--- src/rtl/ov7670_pkg.sv ---
// Shared types, geometry defaults and pixel helpers for the OV7670 capture path.
package ov7670_pkg;

  typedef enum logic [1:0] {
    IDLE    = 2'd0,
    SYNC    = 2'd1,
    CAPTURE = 2'd2
  } cap_state_t;

  localparam int H_ACTIVE_DEF = 320;
  localparam int V_ACTIVE_DEF = 240;
  localparam int FRAME_PIXELS = H_ACTIVE_DEF * V_ACTIVE_DEF;

  // Line/row counters are wide enough to count past the active geometry.
  localparam int CNT_W = 12;

  // Colour bars left to right: white, yellow, cyan, green, magenta, red, blue, black.
  localparam logic [23:0] BAR_RGB [8] = '{
    24'hFFFFFF, 24'hFFFF00, 24'h00FFFF, 24'h00FF00,
    24'hFF00FF, 24'hFF0000, 24'h0000FF, 24'h000000
  };

  // Widen each channel by replicating its top bits into the new LSBs.
  function automatic logic [23:0] rgb565_to_rgb888(input logic [15:0] pix);
    return {pix[15:11], pix[15:13], pix[10:5], pix[10:9], pix[4:0], pix[4:2]};
  endfunction

  function automatic logic [23:0] colour_bar(input logic [2:0] bar);
    return BAR_RGB[bar];
  endfunction

endpackage

--- src/rtl/ov7670_byte_pair.sv ---
// Pairs consecutive HREF bytes into RGB565 pixels: the first byte of a pair is
// held as the high byte, the second completes the pixel. A dangling odd byte
// is lost when HREF drops.
module ov7670_byte_pair (
  input  logic        clk,
  input  logic        rst_n,
  input  logic        i_clr,
  input  logic        i_href,
  input  logic [7:0]  i_d,
  output logic        o_pixel_valid,
  output logic [15:0] o_pixel
);

  logic       r_phase;
  logic [7:0] r_hi;

  // Toggle byte phase while HREF is high; hold the high byte on phase 0.
  // NOTE: sequential state uses non-blocking assignments so every register samples pre-edge values.
  always_ff @(posedge clk or negedge rst_n) begin
    if (!rst_n) begin
      r_phase <= 1'b0;
      r_hi    <= '0;
    end else if (i_clr || !i_href) begin
      r_phase <= 1'b0;
    end else begin
      r_phase <= ~r_phase;
      if (!r_phase) r_hi <= i_d;
    end
  end

  assign o_pixel_valid = i_href & r_phase;
  assign o_pixel       = {r_hi, i_d};

endmodule

--- src/rtl/ov7670_pixel_capture.sv ---
// OV7670 RGB565 capture into a linear RGB888 frame-buffer write port.
// Optional build macro OV7670_CAPTURE_TEST_PATTERN_EN adds input test_mode,
// which replaces camera pixel values with eight vertical colour bars.
module ov7670_pixel_capture
  import ov7670_pkg::*;
#(
  parameter int H_ACTIVE = H_ACTIVE_DEF,
  parameter int V_ACTIVE = V_ACTIVE_DEF,
  parameter int ADDR_W   = $clog2(FRAME_PIXELS)
) (
  input  logic              clk,
  input  logic              rst_n,
  input  logic              enable,
  input  logic              cam_vsync,
  input  logic              cam_href,
  input  logic [7:0]        cam_d,
  output logic [23:0]       data,
  output logic [ADDR_W-1:0] wraddress,
  output logic              wren,
  output logic              frame_done,
  output logic              geom_err
`ifdef OV7670_CAPTURE_TEST_PATTERN_EN
  ,
  input  logic              test_mode
`endif
);

  localparam logic [CNT_W-1:0] H_LIM = CNT_W'(H_ACTIVE);
  localparam logic [CNT_W-1:0] V_LIM = CNT_W'(V_ACTIVE);

  logic r_vsync, r_vsync_d, r_href, r_href_d, r_enable;
  logic [7:0] r_d;
`ifdef OV7670_CAPTURE_TEST_PATTERN_EN
  logic r_test_mode;
`endif

  cap_state_t r_state, w_state_nxt;
  logic w_capture_entry, w_frame_end;
  logic w_vs_rise, w_vs_fall, w_href_fall;
  logic w_pix_valid, w_write, w_line_open, w_geom_bad;
  logic [15:0] w_pixel;
  logic [23:0] w_pix_rgb;
  logic [CNT_W-1:0] r_col, r_row, w_rows_final;
  logic r_line_err;
  logic [ADDR_W-1:0] r_addr;

  logic [23:0] r_data;
  logic [ADDR_W-1:0] r_wraddress;
  logic r_wren, r_frame_done, r_geom_err;

  // Register the camera bus once; everything downstream sees only these copies.
  always_ff @(posedge clk or negedge rst_n) begin
    if (!rst_n) begin
      r_vsync     <= 1'b0;
      r_vsync_d   <= 1'b0;
      r_href      <= 1'b0;
      r_href_d    <= 1'b0;
      r_enable    <= 1'b0;
      r_d         <= '0;
`ifdef OV7670_CAPTURE_TEST_PATTERN_EN
      r_test_mode <= 1'b0;
`endif
    end else begin
      r_vsync     <= cam_vsync;
      r_vsync_d   <= r_vsync;
      r_href      <= cam_href;
      r_href_d    <= r_href;
      r_enable    <= enable;
      r_d         <= cam_d;
`ifdef OV7670_CAPTURE_TEST_PATTERN_EN
      r_test_mode <= test_mode;
`endif
    end
  end

  assign w_vs_rise   = r_vsync & ~r_vsync_d;
  assign w_vs_fall   = ~r_vsync & r_vsync_d;
  assign w_href_fall = ~r_href & r_href_d;

  ov7670_byte_pair u_byte_pair (
    .clk           (clk),
    .rst_n         (rst_n),
    .i_clr         (w_capture_entry),
    .i_href        (r_href),
    .i_d           (r_d),
    .o_pixel_valid (w_pix_valid),
    .o_pixel       (w_pixel)
  );

  // Capture state register.
  always_ff @(posedge clk or negedge rst_n) begin
    if (!rst_n) r_state <= IDLE;
    else        r_state <= w_state_nxt;
  end

  // Frame sequencing: arm on VSYNC, start on its fall if enabled, end on its rise.
  // NOTE: defaults first so no path leaves a signal unassigned and infers a latch.
  always_comb begin
    w_state_nxt     = r_state;
    w_capture_entry = 1'b0;
    w_frame_end     = 1'b0;
    unique case (r_state)
      IDLE:    if (w_vs_rise) w_state_nxt = SYNC;
      SYNC:    if (w_vs_fall && r_enable) begin
                 w_state_nxt     = CAPTURE;
                 w_capture_entry = 1'b1;
               end
      CAPTURE: if (w_vs_rise) begin
                 w_state_nxt = SYNC;
                 w_frame_end = 1'b1;
               end
      default: w_state_nxt = IDLE;
    endcase
  end

  // A pixel completing on the VSYNC rise belongs to a cut-off line and is dropped.
  assign w_write = (r_state == CAPTURE) && !w_vs_rise && w_pix_valid &&
                   (r_col < H_LIM) && (r_row < V_LIM);

  // A line still open at frame end counts as a row for the geometry check.
  assign w_line_open  = (r_col != '0);
  assign w_rows_final = r_row + CNT_W'(w_line_open);
  assign w_geom_bad   = r_line_err | (w_line_open & (r_col != H_LIM)) |
                        (w_rows_final != V_LIM);

`ifdef OV7670_CAPTURE_TEST_PATTERN_EN
  assign w_pix_rgb = r_test_mode ? colour_bar(r_col[8:6]) : rgb565_to_rgb888(w_pixel);
`else
  assign w_pix_rgb = rgb565_to_rgb888(w_pixel);
`endif

  // Column, row, line-error and address bookkeeping for the frame in progress.
  always_ff @(posedge clk or negedge rst_n) begin
    if (!rst_n) begin
      r_col      <= '0;
      r_row      <= '0;
      r_line_err <= 1'b0;
      r_addr     <= '0;
    end else if (w_capture_entry) begin
      r_col      <= '0;
      r_row      <= '0;
      r_line_err <= 1'b0;
      r_addr     <= '0;
    end else if (r_state == CAPTURE) begin
      if (w_pix_valid && r_col != '1) r_col <= r_col + CNT_W'(1);
      if (w_href_fall) begin
        r_col <= '0;
        if (w_line_open) begin
          if (r_row != '1) r_row <= r_row + CNT_W'(1);
          if (r_col != H_LIM) r_line_err <= 1'b1;
        end
      end
      if (w_write) r_addr <= r_addr + ADDR_W'(1);
    end
  end

  // Frame-buffer write port and frame status outputs.
  always_ff @(posedge clk or negedge rst_n) begin
    if (!rst_n) begin
      r_data       <= '0;
      r_wraddress  <= '0;
      r_wren       <= 1'b0;
      r_frame_done <= 1'b0;
      r_geom_err   <= 1'b0;
    end else begin
      r_wren       <= w_write;
      r_frame_done <= w_frame_end;
      if (w_write) begin
        r_data      <= w_pix_rgb;
        r_wraddress <= r_addr;
      end
      if (w_frame_end) r_geom_err <= w_geom_bad;
    end
  end

  assign data       = r_data;
  assign wraddress  = r_wraddress;
  assign wren       = r_wren;
  assign frame_done = r_frame_done;
  assign geom_err   = r_geom_err;

endmodule

--- config.mk ---
export PLATFORM = sky130hd
export DESIGN_NAME = ov7670_pixel_capture
export DESIGN_NICKNAME = d
export VERILOG_FILES = /design/src/rtl/ov7670_pkg.sv /design/src/rtl/ov7670_byte_pair.sv /design/src/rtl/ov7670_pixel_capture.sv
export SDC_FILE = /design/constraint.sdc
export NUM_CORES = 1
export LEC_CHECK = 0
export BUFFER_PORTS_ARGS = -buffer_cell sky130_fd_sc_hd__buf_2
export CAP_MARGIN = 20
export CELL_PAD_IN_SITES_DETAIL_PLACEMENT = 0
export CELL_PAD_IN_SITES_GLOBAL_PLACEMENT = 1
export CORE_ASPECT_RATIO = 0.7
export CORE_UTILIZATION = 45
export CTS_CLUSTER_SIZE = 10
export DETAILED_ROUTE_END_ITERATION = 6
export PLACE_DENSITY = 0.78
export SLEW_MARGIN = 20
export SYNTH_ARGS = -nofsm -noshare
export SYNTH_HDL_FRONTEND = slang
export SYNTH_SLANG_ARGS = --single-unit
--- constraint.sdc ---
create_clock -name clk -period 3.5 [get_ports clk]
set_input_delay 0.7 -clock clk [delete_from_list [all_inputs] [get_ports clk]]
set_output_delay 0.7 -clock clk [all_outputs]
set_load 0.005 [all_outputs]
Word level (Yosys, flattened, before mapping):

Cells that the tools add are included.

* bits in writable memories: 0
* ROM bits: 0
* memories: 0
* bits in latches: 0
* flip-flop bits (word level): 110

* bitwise gates (word level): 12
* add/sub/neg operators: 4
* equality and inequality tests: 8
* muxes and demuxes: 25
* reduce and logical (&&, ||, !) cells: 25
* divide/modulo/power cells: 0
* magnitude comparators: 2
* $mul: 0
* shift operators: 0

Operators by type and width (number)
* $mux 12: 9
* $mux 17: 3
* $add 12x1->12 const B: 2
* $ne 12x12->1 const B: 2
* $add 17x1->17 const B: 1
* $add 12x1->12: 1
* $lt 12x8->1 const B: 1
* $lt 12x9->1 const B: 1
* $ne 12x8->1 const B: 1
* $ne 12x9->1 const B: 1
* $reduce_bool 12->1: 1
* $reduce_bool 2->1: 6
* $mux 1: 10
* $reduce_and 2->1: 4
* $reduce_and 4->1: 2
* $logic_and 1x1->1: 6
* $and 1x1->1: 5
* $not 1->1: 5
* $mux 2: 2
* $pmux 2 s2: 1
* $reduce_bool 3->1: 1
* $eq 2x1->1 const B: 1
* $eq 2x2->1 const B: 1
* $logic_not 1->1: 2
* other kinds (6): 7

Logic depth before layout (Yosys ltp):

Gate-level depths: netlist of run 1.

* word-level depth: 10
* gate-level depth with buffers: 10

Hierarchy:

A second synthesis of run 1 with hierarchy kept.

* cells, all modules: 423
* area total of the unflattened synthesis: 4767.1 um2

Modules (own cells, without submodules)
* ov7670_pixel_capture: instances 1, cells an instance 395, area each 4331.7 um2
* ov7670_byte_pair: instances 1, cells an instance 28, area each 435.4 um2

Worst setup path before layout of run 1:

No wires, ideal clock.

* path kind: register -> register
* from: register r_col[4]
* to: register r_geom_err (netlist: geom_err)
* data required time: 3.372 ns
* path slack: 1.007 ns
* library setup time: 0.128 ns
* buffers on the path: 0
* cell stages (with the launch flop): 9
* arrival: 2.365 ns
* cells stage by stage: dfrtp_1 > nor4_1 > nand4b_1 > ha_1 > ha_1 > or3b_2 > a211oi_1 > o21a_1 > a31oi_1

* cells in the longest elaborated chain, start to end: 4
* elaborated cells between the ends (all ways): 7
* classes of those cells: add/sub (1); eq/ne (2); bitwise (3); reduce/logical (1)

Ends and longest elaborated chain
* start: declaration: RTL line ov7670_pixel_capture.sv:43 `logic [CNT_W-1:0] r_col, r_row, w_rows_final;`
* start signal: assignment: RTL line ov7670_pixel_capture.sv:145 `if (w_pix_valid && r_col != '1) r_col <= r_col + CNT_W'(1);`
* $reduce_bool 12->1 / $ne 12x9->1 (equally long branches): RTL line ov7670_pixel_capture.sv:121, ov7670_pixel_capture.sv:123
* $add 12x1->12 / $and 1x1->1 (equally long branches): RTL line ov7670_pixel_capture.sv:122, ov7670_pixel_capture.sv:123
* $ne 12x8->1 / $or 1x1->1 (equally long branches): RTL line ov7670_pixel_capture.sv:124, ov7670_pixel_capture.sv:123
* $or 1x1->1 (*): RTL line ov7670_pixel_capture.sv:123 `assign w_geom_bad = r_line_err | (w_line_open & (r_col != H_LIM)) |`
* end signal: assignment: RTL line ov7670_pixel_capture.sv:172 `if (w_frame_end) r_geom_err <= w_geom_bad;`
* end: declaration: RTL line ov7670_pixel_capture.sv:49 `logic r_wren, r_frame_done, r_geom_err;`

Mark *: on every way between the ends. The rest lies on a longest branch, timed or not.
A chain may end at the register's enable or synchronous reset.

Worst setup path in the final report of run 1:

Ends and elaborated chain as after synthesis.

==> impl_results.md, run 1 <==
* Hold_sp: cam_d[6]
* Post-CTS setup buffers at 0
* Worst reg2reg setup slack at 720 ps
* Routed Antenna Nets at 0
* Clock-pin slew on the worst setup and hold paths at approximately 70 ps
* GR Util met1 at between 20 and 30%
* Chip height at 87.9 µm
* CTS tree: yes
* TNS Setup at 0 ps
* Synth Area in Adders at between 1.5 and 2%
* Starting Density at a little under half
* # hold bufs at CTS at 0
* FF+latch count, synth at 102
* Net switching power at 0.706 mW
* Vias in the first global route at 3,249
* Global routing's busiest layer: met2
* Synth area leader: dfrtp_1
* Top cells by area, synth: dfrtp_1 (54%), nand2_1 (9.2%), xnor2_1 (2.2%)
* Buffers and inverters on the worst path at 0
* Least-Margin Pin Slew at 853 ps
* Post-synthesis compound-gate area fraction at 8.18%
* Post-Syn Area at 4740 µm²
* Status: complete, no violations
* Cell Pwr Density at about 500 nW/µm²
* Setup WS post-layout at 715 ps
* FILL cells at 919
* Met3 GRT Util at 5.07%
* CP top delay family: simple AND/OR/NAND/NOR gates
* Drt total wl at 9810 µm
* Ys Warns at 0
* Final setup violating endpoints at 0
* Max cap viols at 0
* Commonest cells post-synth: nand2_1 (116), dfrtp_1 (102), nor2_1 (27), o21ai_0 (19), nand3_1 (17)
* Kind of start point of the critical path: flip-flop
* Final max-slew violation count at 0
* Internal power at 1.99 mW
* Async SR Flop Fraction at 100%
* Post-CTS sizing at 0
* Placed Instance Area at 5080 µm²
* Slowest cell delay on critical path at 470 ps
* Clk sinks at roughly 100
* Critical path's slowest cell: or3b_2
* Final hold slack at 457 ps
* Post-synthesis net count at 505
* Drt first pass iters at 4
* Vias per cell at 5.42
* Wirelength per Cell at 14.8 µm
* Overflow left after global routing at 0
* Nets@finish at 547
* Post-placement setup slack at 705 ps
* Worst hold stages at 1
* Hold Crit Class: input pin to flip-flop
* PortBufs at 56
* Horiz. Die Dim at 125 µm
* Reg2reg end: geom_err
* WP data arrival at roughly 3000 ps
* RR Startpoint: r_col[4]
* P_leak at 2.63 nW
* Largest net degree at the start of global routing at 65
* Sequential Power Share at 50.6%
* FP Rows at 30
* Switching Share at 26.2%
* Fin area at approximately 5400 µm²
* Highest ir drop seen on vdd at between 0.0002 and 0.0003 V
* First-pass GRT wire length at approximately 16,000 µm
* Unrepaired setup endpoints after global routing: false
* CP endpoint kind: flip-flop
* Fin. Hold Viols at 0
* Clk_skew at approximately 5.5 ps
* Syn avg cell area at 9.75 µm²
* Multiplexer area fraction after synthesis at 2.96%
* Yosys cell types at between 50 and 60
* Highest Clock Rate at 359 MHz
* H-Tree Depth at 3
* Combinational cell fraction of total power at 11.3%
* Share of the synthesized area in the top cell type at 53.8%
* Path depth of the worst reg2reg path at 8
* Antenna violations before repair at 0
* TritonCTS Buffers at 9
* Count leader, synth: nand2_1
* DPL Wire Length at 6670 µm
* Largest buffer count on any clock path at 2
* Placer Congestion at about 0.82
* DIE AREA at 11,000 µm²
* Min Tclk post-route at approximately 2800 ps
* DRT iter0 DRCs at 225
* Share of post-route cells with drive strength above 1 at 18.4%
* Register area share after synthesis at 53.8%
* Met2 usage at 28.4%
* Largest family of logic cells by synthesized area: simple AND/OR/NAND/NOR gates
* DR DRC count at 0
* Synth Area in XOR/XNOR at 2.77%
* Worst skew pair latency at between 300 and 400 ps
* Ports at 57
* Vias at 3,581
* CTS root buffer: clkbuf_16
* Inserted Diodes at 0
* Main flop type after synthesis: dfrtp_1
* Area Growth Syn to Fin at 13.5%
* Clock network power share at a little under two fifths
* Post-Synth Simple-Gate Area at 25.9%
* Fin util at 54.1%
* Most used cell, CP: ha_1
* Hold Path Sink: r_d[6]
* CP Class: flip-flop to flip-flop
* Maximum fanout along the worst path at 5
* Cell count after synthesis at 486
* CP required at 3720 ps
* Final worst-path cycle share at roughly 80%
* Placeable Area at slightly below 10,000 µm²
* Rel. slew slack at 43.2%
* Critical path, cell by cell: nor4_1, nand4b_1, ha_1, ha_1, or3b_2, a211oi_1, o21a_1, a31oi_1
* Gr usage total at 19.1%
* Post-synth EDFFs at 0
routing by layer:
layer  part of all wire, %  wire length [µm]
met4                  0.79                78
met2                    44              4290
met1                    51              4980
met3                   4.8               470
met5                     0                 0
power groups by stage:
stage | clock, mW | sequential (mW) | combinational, mW
2_1_floorplan | 0 | 1.38 | 0.186
3_3_place_gp | 0 | 1.38 | 0.302
3_5_place_dp | 0 | 1.38 | 0.310
4_1_cts | 1.06 | 1.36 | 0.311
5_1_grt | 1.11 | 1.38 | 0.350
6_report | 1.03 | 1.36 | 0.303
stage by stage:
| stage | instances | total power, mW |
|---|---|---|
| after floorplan | 486 | 1.56 |
| after global routing | 661 | 2.84 |
| after detailed placement | 645 | 1.69 |
| after CTS | 661 | 2.74 |
| after global placement | 645 | 1.68 |
| final | 661 | 2.69 |
final cells by class:
cell class	count	area [µm²]	share of cell area [%]
Clock buffer	9	225	4.18
Clock inverter	7	80.1	1.49
Inverter	16	60.1	1.12
Multi-Input combinational cell	337	1960	36.5
Sequential cell	102	2550	47.4
Tap cell	128	160	2.98
Timing Repair Buffer	62	340	6.32
layout by cell type, fill, tap and decap left out, types with 2 or more instances in the layout:
cell type / Yosys / final
nor3b_1: 2 / 2
a21oi_1: 16 / 16
nand2b_1: 6 / 6
o211ai_1: 5 / 5
or4_1: 9 / 9
mux2_2: 8 / 8
buf_2: 11 / 55
nor3_1: 7 / 7
xnor2_1: 12 / 12
dfrtp_1: 102 / 102
ha_1: 6 / 6
a21o_1: 5 / 5
o31ai_1: 3 / 3
and2_1: 3 / 3
buf_4: 9 / 6
nor4_1: 10 / 10
o21ai_0: 19 / 19
nand4b_1: 2 / 2
clkbuf_16: 0 / 9
nand2_1: 116 / 116
nand3_1: 17 / 17
xor2_1: 3 / 3
nand4_1: 12 / 12
and3_1: 9 / 9
o21a_1: 2 / 2
nor2_1: 27 / 27
inv_1: 16 / 16
a31o_2: 2 / 2
and4_1: 3 / 3
or3_1: 3 / 3
inv_8: 0 / 2
clkinv_2: 0 / 2
mux2i_1: 5 / 5
nor4_4: 2 / 2
logic make-up (layout without fill, tap and decap cells):
kind of cell               after synthesis  after routing
xor gates and xnor gates                15             15
muxes                                   13             13
adders and majority gates                6              6
DFF                                    102            102
and+or+nand+nor                        241            241
AOI/OAI and AO/OA                       62             62
buffers and inverters                   47             94
flip-flops by register name (all words and copies together), names as in the netlist, 2 cells and up:
register	cells
data	16
r_addr	17
r_col	12
r_d	8
r_row	12
r_state	2
u_byte_pair.r_hi	8
wraddress	17
worst register-to-register path: stages, from the launching register on:
cell      delay [ps]
dfrtp_1          420
nor4_1           420
nand4b_1         340
ha_1             330
ha_1             230
or3b_2           470
a211oi_1         240
o21a_1           150
a31oi_1           70
how the worst max path moves through the flow:
stage	from	slack, ps	to	cells after the start
after floorplan	r_col[4]	1010	geom_err	8
after global placement	r_col[4]	860	geom_err	8
after detailed placement	r_col[4]	700	geom_err	8
after CTS	r_col[4]	700	geom_err	8
after global routing	r_col[4]	550	geom_err	8
final	r_col[4]	720	geom_err	8
No activity file was read; power rests on OpenSTA's default activity.
==> inputs of run 2 (changes only) <==
==> constraint.sdc (replaced) <==
create_clock -name clk -period 2.6 [get_ports clk]
set_input_delay 0.52 -clock clk [delete_from_list [all_inputs] [get_ports clk]]
set_output_delay 0.52 -clock clk [all_outputs]
set_load 0.005 [all_outputs]
==> impl_results.md, run 2 (synthesis results as in run 1) <==
* Status: complete, no violations
* Final setup violating endpoints at 0
* CP Class: flip-flop to flip-flop
* First-pass GRT wire length at 16,300 µm
* DRT iter0 DRCs at 218
* Commonest non-fill, non-tap cell in the layout: nand2_1
* Clock-pin slew on the worst setup and hold paths at 70 ps
* Highest ir drop seen on vdd at 0.000449 V
* CTS root buffer: clkbuf_16
* P_leak at between 2 and 3 nW
* Chip height at just under 90 µm
* Pwr Total at about 3.6 mW
* H-Tree Depth at 3
* Wirelength per Cell at 14.7 µm
* Crit. path cell count at 8
* Critical path, cell by cell: nor4_2, nand4b_1, ha_2, ha_1, or3b_2, a211oi_1, o21a_1, a31oi_1
* CP required at 2820 ps
* WP data arrival at 2660 ps
* Global routing's busiest layer: met2
* Slowest cell delay on critical path at 460 ps
* Reg2reg end: geom_err
* Placed Instance Area at approximately 5000 µm²
* Maximum fanout along the worst path at 5
* GR Util met1 at about 27%
* Unrepaired setup endpoints after global routing: false
* Fin. Hold Viols at 0
* Least-Margin Pin Slew at between 600 and 700 ps
* Buffers and inverters on the worst path at 0
* Horiz. Die Dim at 125 µm
* Met3 GRT Util at 4.95%
* Max cap viols at 0
* Highest Clock Rate at 411 MHz
* CTS tree: yes
* Antenna violations before repair at 0
* Vias per cell at between 5 and 6
* Path depth of the worst reg2reg path at 8
* Routed Antenna Nets at 0
* Final worst-path cycle share at 93.5%
* DR DRC count at 0
* Min Tclk post-route at 2430 ps
* Overflow left after global routing at 0
* Placer Congestion at just over 0.8
* Worst reg2reg setup slack at 170 ps
* Placeable Area at around 9900 µm²
* Met2 usage at between 20 and 30%
* Fin area at 5420 µm²
* Hold Crit Class: input pin to asynchronous set/reset pin
* Worst skew pair latency at 350 ps
* TritonCTS Buffers at 9
* Vias at 3,569
* Crit. Startpoint: r_col[4]
* CP endpoint kind: flip-flop
* Rel. slew slack at a little under three fifths
* Nets@finish at 552
* FP Rows at 30
* Largest net degree at the start of global routing at 79
* Gr usage total at 19.0%
* DPL Wire Length at 6770 µm
* Largest buffer count on any clock path at 2
* Starting Density at 47.7%
* PortBufs at 56
* Drt total wl at 9820 µm
* Inserted Diodes at 0
* Post-CTS setup buffers at 0
* Area Growth Syn to Fin at 14.3%
* DIE AREA at 11,000 µm²
* Ports at 57
* Kind of start point of the critical path: flip-flop
* Share of post-route cells with drive strength above 1 at approximately 20%
* RR Startpoint: r_col[4]
* Final max-slew violation count at 0
* Vias in the first global route at about 3,200
* CP top delay family: simple AND/OR/NAND/NOR gates
* Most frequent cells in the layout: nand2_1 (116), dfrtp_1 (101), buf_2 (55), nor2_1 (27), o21ai_0 (19)
* Clk sinks at between 100 and 150
* Critical path's slowest cell: or3b_2
* Clk_skew at 7.51 ps
* TNS Setup at 0 ps
* Drt first pass iters at 5
* Cell Pwr Density at 658 nW/µm²
-- run 2: cell type report --
class | instances | area (µm²)
tap | 128 | 160
clock inverter | 7 | 66.3
multi-input combinational | 337 | 1970
inverter | 16 | 60.1
timing repair buffer | 67 | 378
sequential | 102 | 2550
fill | 902 | 4530
clock buffer | 9 | 225
-- run 2: worst max path at each step --
stage	slack, ps	to
2_1_floorplan	110	geom_err
3_3_place_gp	140	geom_err
3_5_place_dp	90	geom_err
4_1_cts	80	geom_err
5_1_grt	6	geom_err
6_report	170	geom_err
-- run 2: repair_timing --
| item | 4_1_cts | 5_1_grt |
|---|---|---|
| endpoints found under the setup margin | 0 | 1 |
| resized for setup | 0 | 3 |
| hold buffers | 0 | 0 |
| endpoints found under the hold margin | 0 | 0 |
-- run 2: power breakdown --
part / internal [mW] / leakage, nW / total [mW] / switching (mW)
sequential: 1.73 / 1.36 / 1.84 / 0.108
combinational: 0.196 / 1.13 / 0.417 / 0.222
clock: 0.671 / 0.141 / 1.31 / 0.638
-- run 2: per-layer routing --
| layer | up-vias | wire [µm] |
|---|---|---|
| li1 | 1771 | - |
| met1 | 1702 | 4930 |
| met2 | 88 | 4240 |
| met3 | 8 | 545 |
| met4 | 0 | 102 |
| met5 | - | 0 |
-- run 2: worst reg2reg max path: stages (launching register included) --
cell and delay (ps):
dfrtp_1 420, nor4_2 330, nand4b_1 190, ha_2 230, ha_1 210, or3b_2 460
a211oi_1 240, o21a_1 150, a31oi_1 70
-- run 2: through the flow --
stage / std cells / setup slack, ps / hold WS [ps] / util (%)
finish: 666 / 168 / 78.8 / 54.5
floorplan: 486 / 107 / 224 / -
global placement: 650 / 138 / 445 / 51.4
CTS: 666 / 82.4 / 77.2 / 54.4
detailed placement: 650 / 94.9 / 449 / 51.4
global route: 666 / 5.85 / 87.7 / 54.5
==> inputs of run 3 (changes only) <==
==> constraint.sdc (replaced) <==
create_clock -name clk -period 2.7 [get_ports clk]
set_input_delay 0.54 -clock clk [delete_from_list [all_inputs] [get_ports clk]]
set_output_delay 0.54 -clock clk [all_outputs]
set_load 0.005 [all_outputs]
==> impl_results.md, run 3 (synthesis results as in run 1) <==
* Critical path's slowest cell: or3b_2
* Min Tclk post-route at 2550 ps
* CP endpoint kind: flip-flop
* Chip height at 87.9 µm
* Vias per cell at 5.27
* Fin. Hold Viols at 0
* Vias in the first global route at roughly 3,200
* Final hold slack at just under 100 ps
* CP Class: flip-flop to flip-flop
* Least-Margin Pin Slew at 632 ps
* First-pass GRT wire length at 15,800 µm
* CP top delay family: simple AND/OR/NAND/NOR gates
* Placeable Area at ~9900 µm²
* Final setup violating endpoints at 0
* Critical path, cell by cell: inv_1, ha_1, nand2b_1, nand4b_1, ha_1, ha_1, or3b_2, a211oi_1, o21a_1, a31oi_1
* Worst reg2reg setup slack at roughly 150 ps
* Starting Density at between 40 and 50%
* Largest buffer count on any clock path at 2
* Rel. slew slack at 57.3%
* PortBufs at 56
* RR Startpoint: r_col[0]
* Highest Clock Rate at 392 MHz
* P_leak at around 2.6 nW
* Worst skew pair latency at 340 ps
* # hold bufs at CTS at 0
* Buffers and inverters on the worst path at 1
* FP Rows at 30
* Placer Congestion at 0.864
* Inserted Diodes at 0
* TNS Setup at 0 ps
* Share of post-route cells with drive strength above 1 at 18.9%
* Status: complete, no violations
* Slowest cell delay on critical path at 470 ps
* Nets@finish at 551
* Horiz. Die Dim at between 100 and 150 µm
* DPL Wire Length at about 6700 µm
* Path depth of the worst reg2reg path at 10
* Commonest non-fill, non-tap cell in the layout: nand2_1
* WP data arrival at approximately 2800 ps
* Area Growth Syn to Fin at 13.9%
* Kind of start point of the critical path: flip-flop
* Most frequent cells in the layout: nand2_1 (116), dfrtp_1 (102), buf_2 (55), nor2_1 (27), o21ai_0 (19)
* Pwr Total at 3.35 mW
* Drt total wl at about 9500 µm
* TritonCTS Buffers at 9
* CTS tree: yes
* Overflow left after global routing at 0
* Unrepaired setup endpoints after global routing: false
* CTS root buffer: clkbuf_16
* Clk sinks at 102
* Drt first pass iters at 4
* Final worst-path cycle share at 94.5%
* Most used cell, CP: ha_1
* Maximum fanout along the worst path at 7
* Antenna violations before repair at 0
* Highest ir drop seen on vdd at around 0.00031 V
* Cell Pwr Density at about 620 nW/µm²
* DRT iter0 DRCs at approximately 220
* CP required at slightly below 3000 ps
* Ports at 57
* Routed Antenna Nets at 0
* DIE AREA at 11,000 µm²
* Vias at 3,497
* Final max-slew violation count at 0
* Hold Crit Class: input pin to asynchronous set/reset pin
* DR DRC count at 0
* Gr usage total at 18.5%
* Max cap viols at 0
* Wirelength per Cell at around 14 µm
* Reg2reg end: geom_err
* Clk_skew at 11.0 ps
* Largest net degree at the start of global routing at 58
* Clock-pin slew on the worst setup and hold paths at 70 ps
* H-Tree Depth at 3
## run 3: cell count changes in the layout (fill, tap and decap cells not counted), sizes merged
cell and change:
buf -1, clkbuf +1, clkinv -2, clkinvlp +1, inv -2
## run 3: cell type report
class / count / area (µm²)
clock buffers: 10 / 239
clock inverters: 4 / 32.5
fillers: 905 / 4550
inverters: 16 / 60.1
multi-input cells: 337 / 1970
flip-flops and latches: 102 / 2550
well taps: 128 / 160
repair buffers: 66 / 383
## run 3: through the flow
stage | utilization [%] | area [µm²] | instances | worst slack [ps]
final | 54.3 | 5400 | 663 | 148
after global routing | 54.3 | 5400 | 663 | 18.3
after CTS | 54.2 | 5390 | 663 | 119
after detailed placement | 51.5 | 5120 | 649 | 137
after global placement | 51.5 | 5120 | 649 | 231
after floorplan | - | 4740 | 486 | 207
## run 3: timing repair
item / 4_1_cts / 5_1_grt
endpoints found under the hold margin: 0 / 0
setup endpoints to repair: 0 / 1
gates resized for setup: 0 / 1
setup buffers: 0 / 0
## run 3: layer usage
metal  vias to the layer above  routed length (µm)  GRT usage, %
met5                         -                   0             0
met4                         0                 133          7.45
met3                        12                 377          3.60
met2                        72                3970          26.7
met1                      1655                5010          27.3
li1                       1758                   -             -
## run 3: power breakdown
part           switching (mW)  internal (mW)  total [mW]
clock network           0.543          0.644        1.19
logic                   0.210          0.189       0.399
registers               0.102           1.66        1.77
## run 3: how the worst max path moves through the flow
stage	from	endpoint	cells past startpoint
floorplan	r_col[4]	geom_err	8
global placement	r_col[4]	geom_err	8
detailed placement	r_col[4]	geom_err	8
CTS	r_col[4]	geom_err	8
global route	r_col[0]	geom_err	10
finish	r_col[0]	geom_err	10
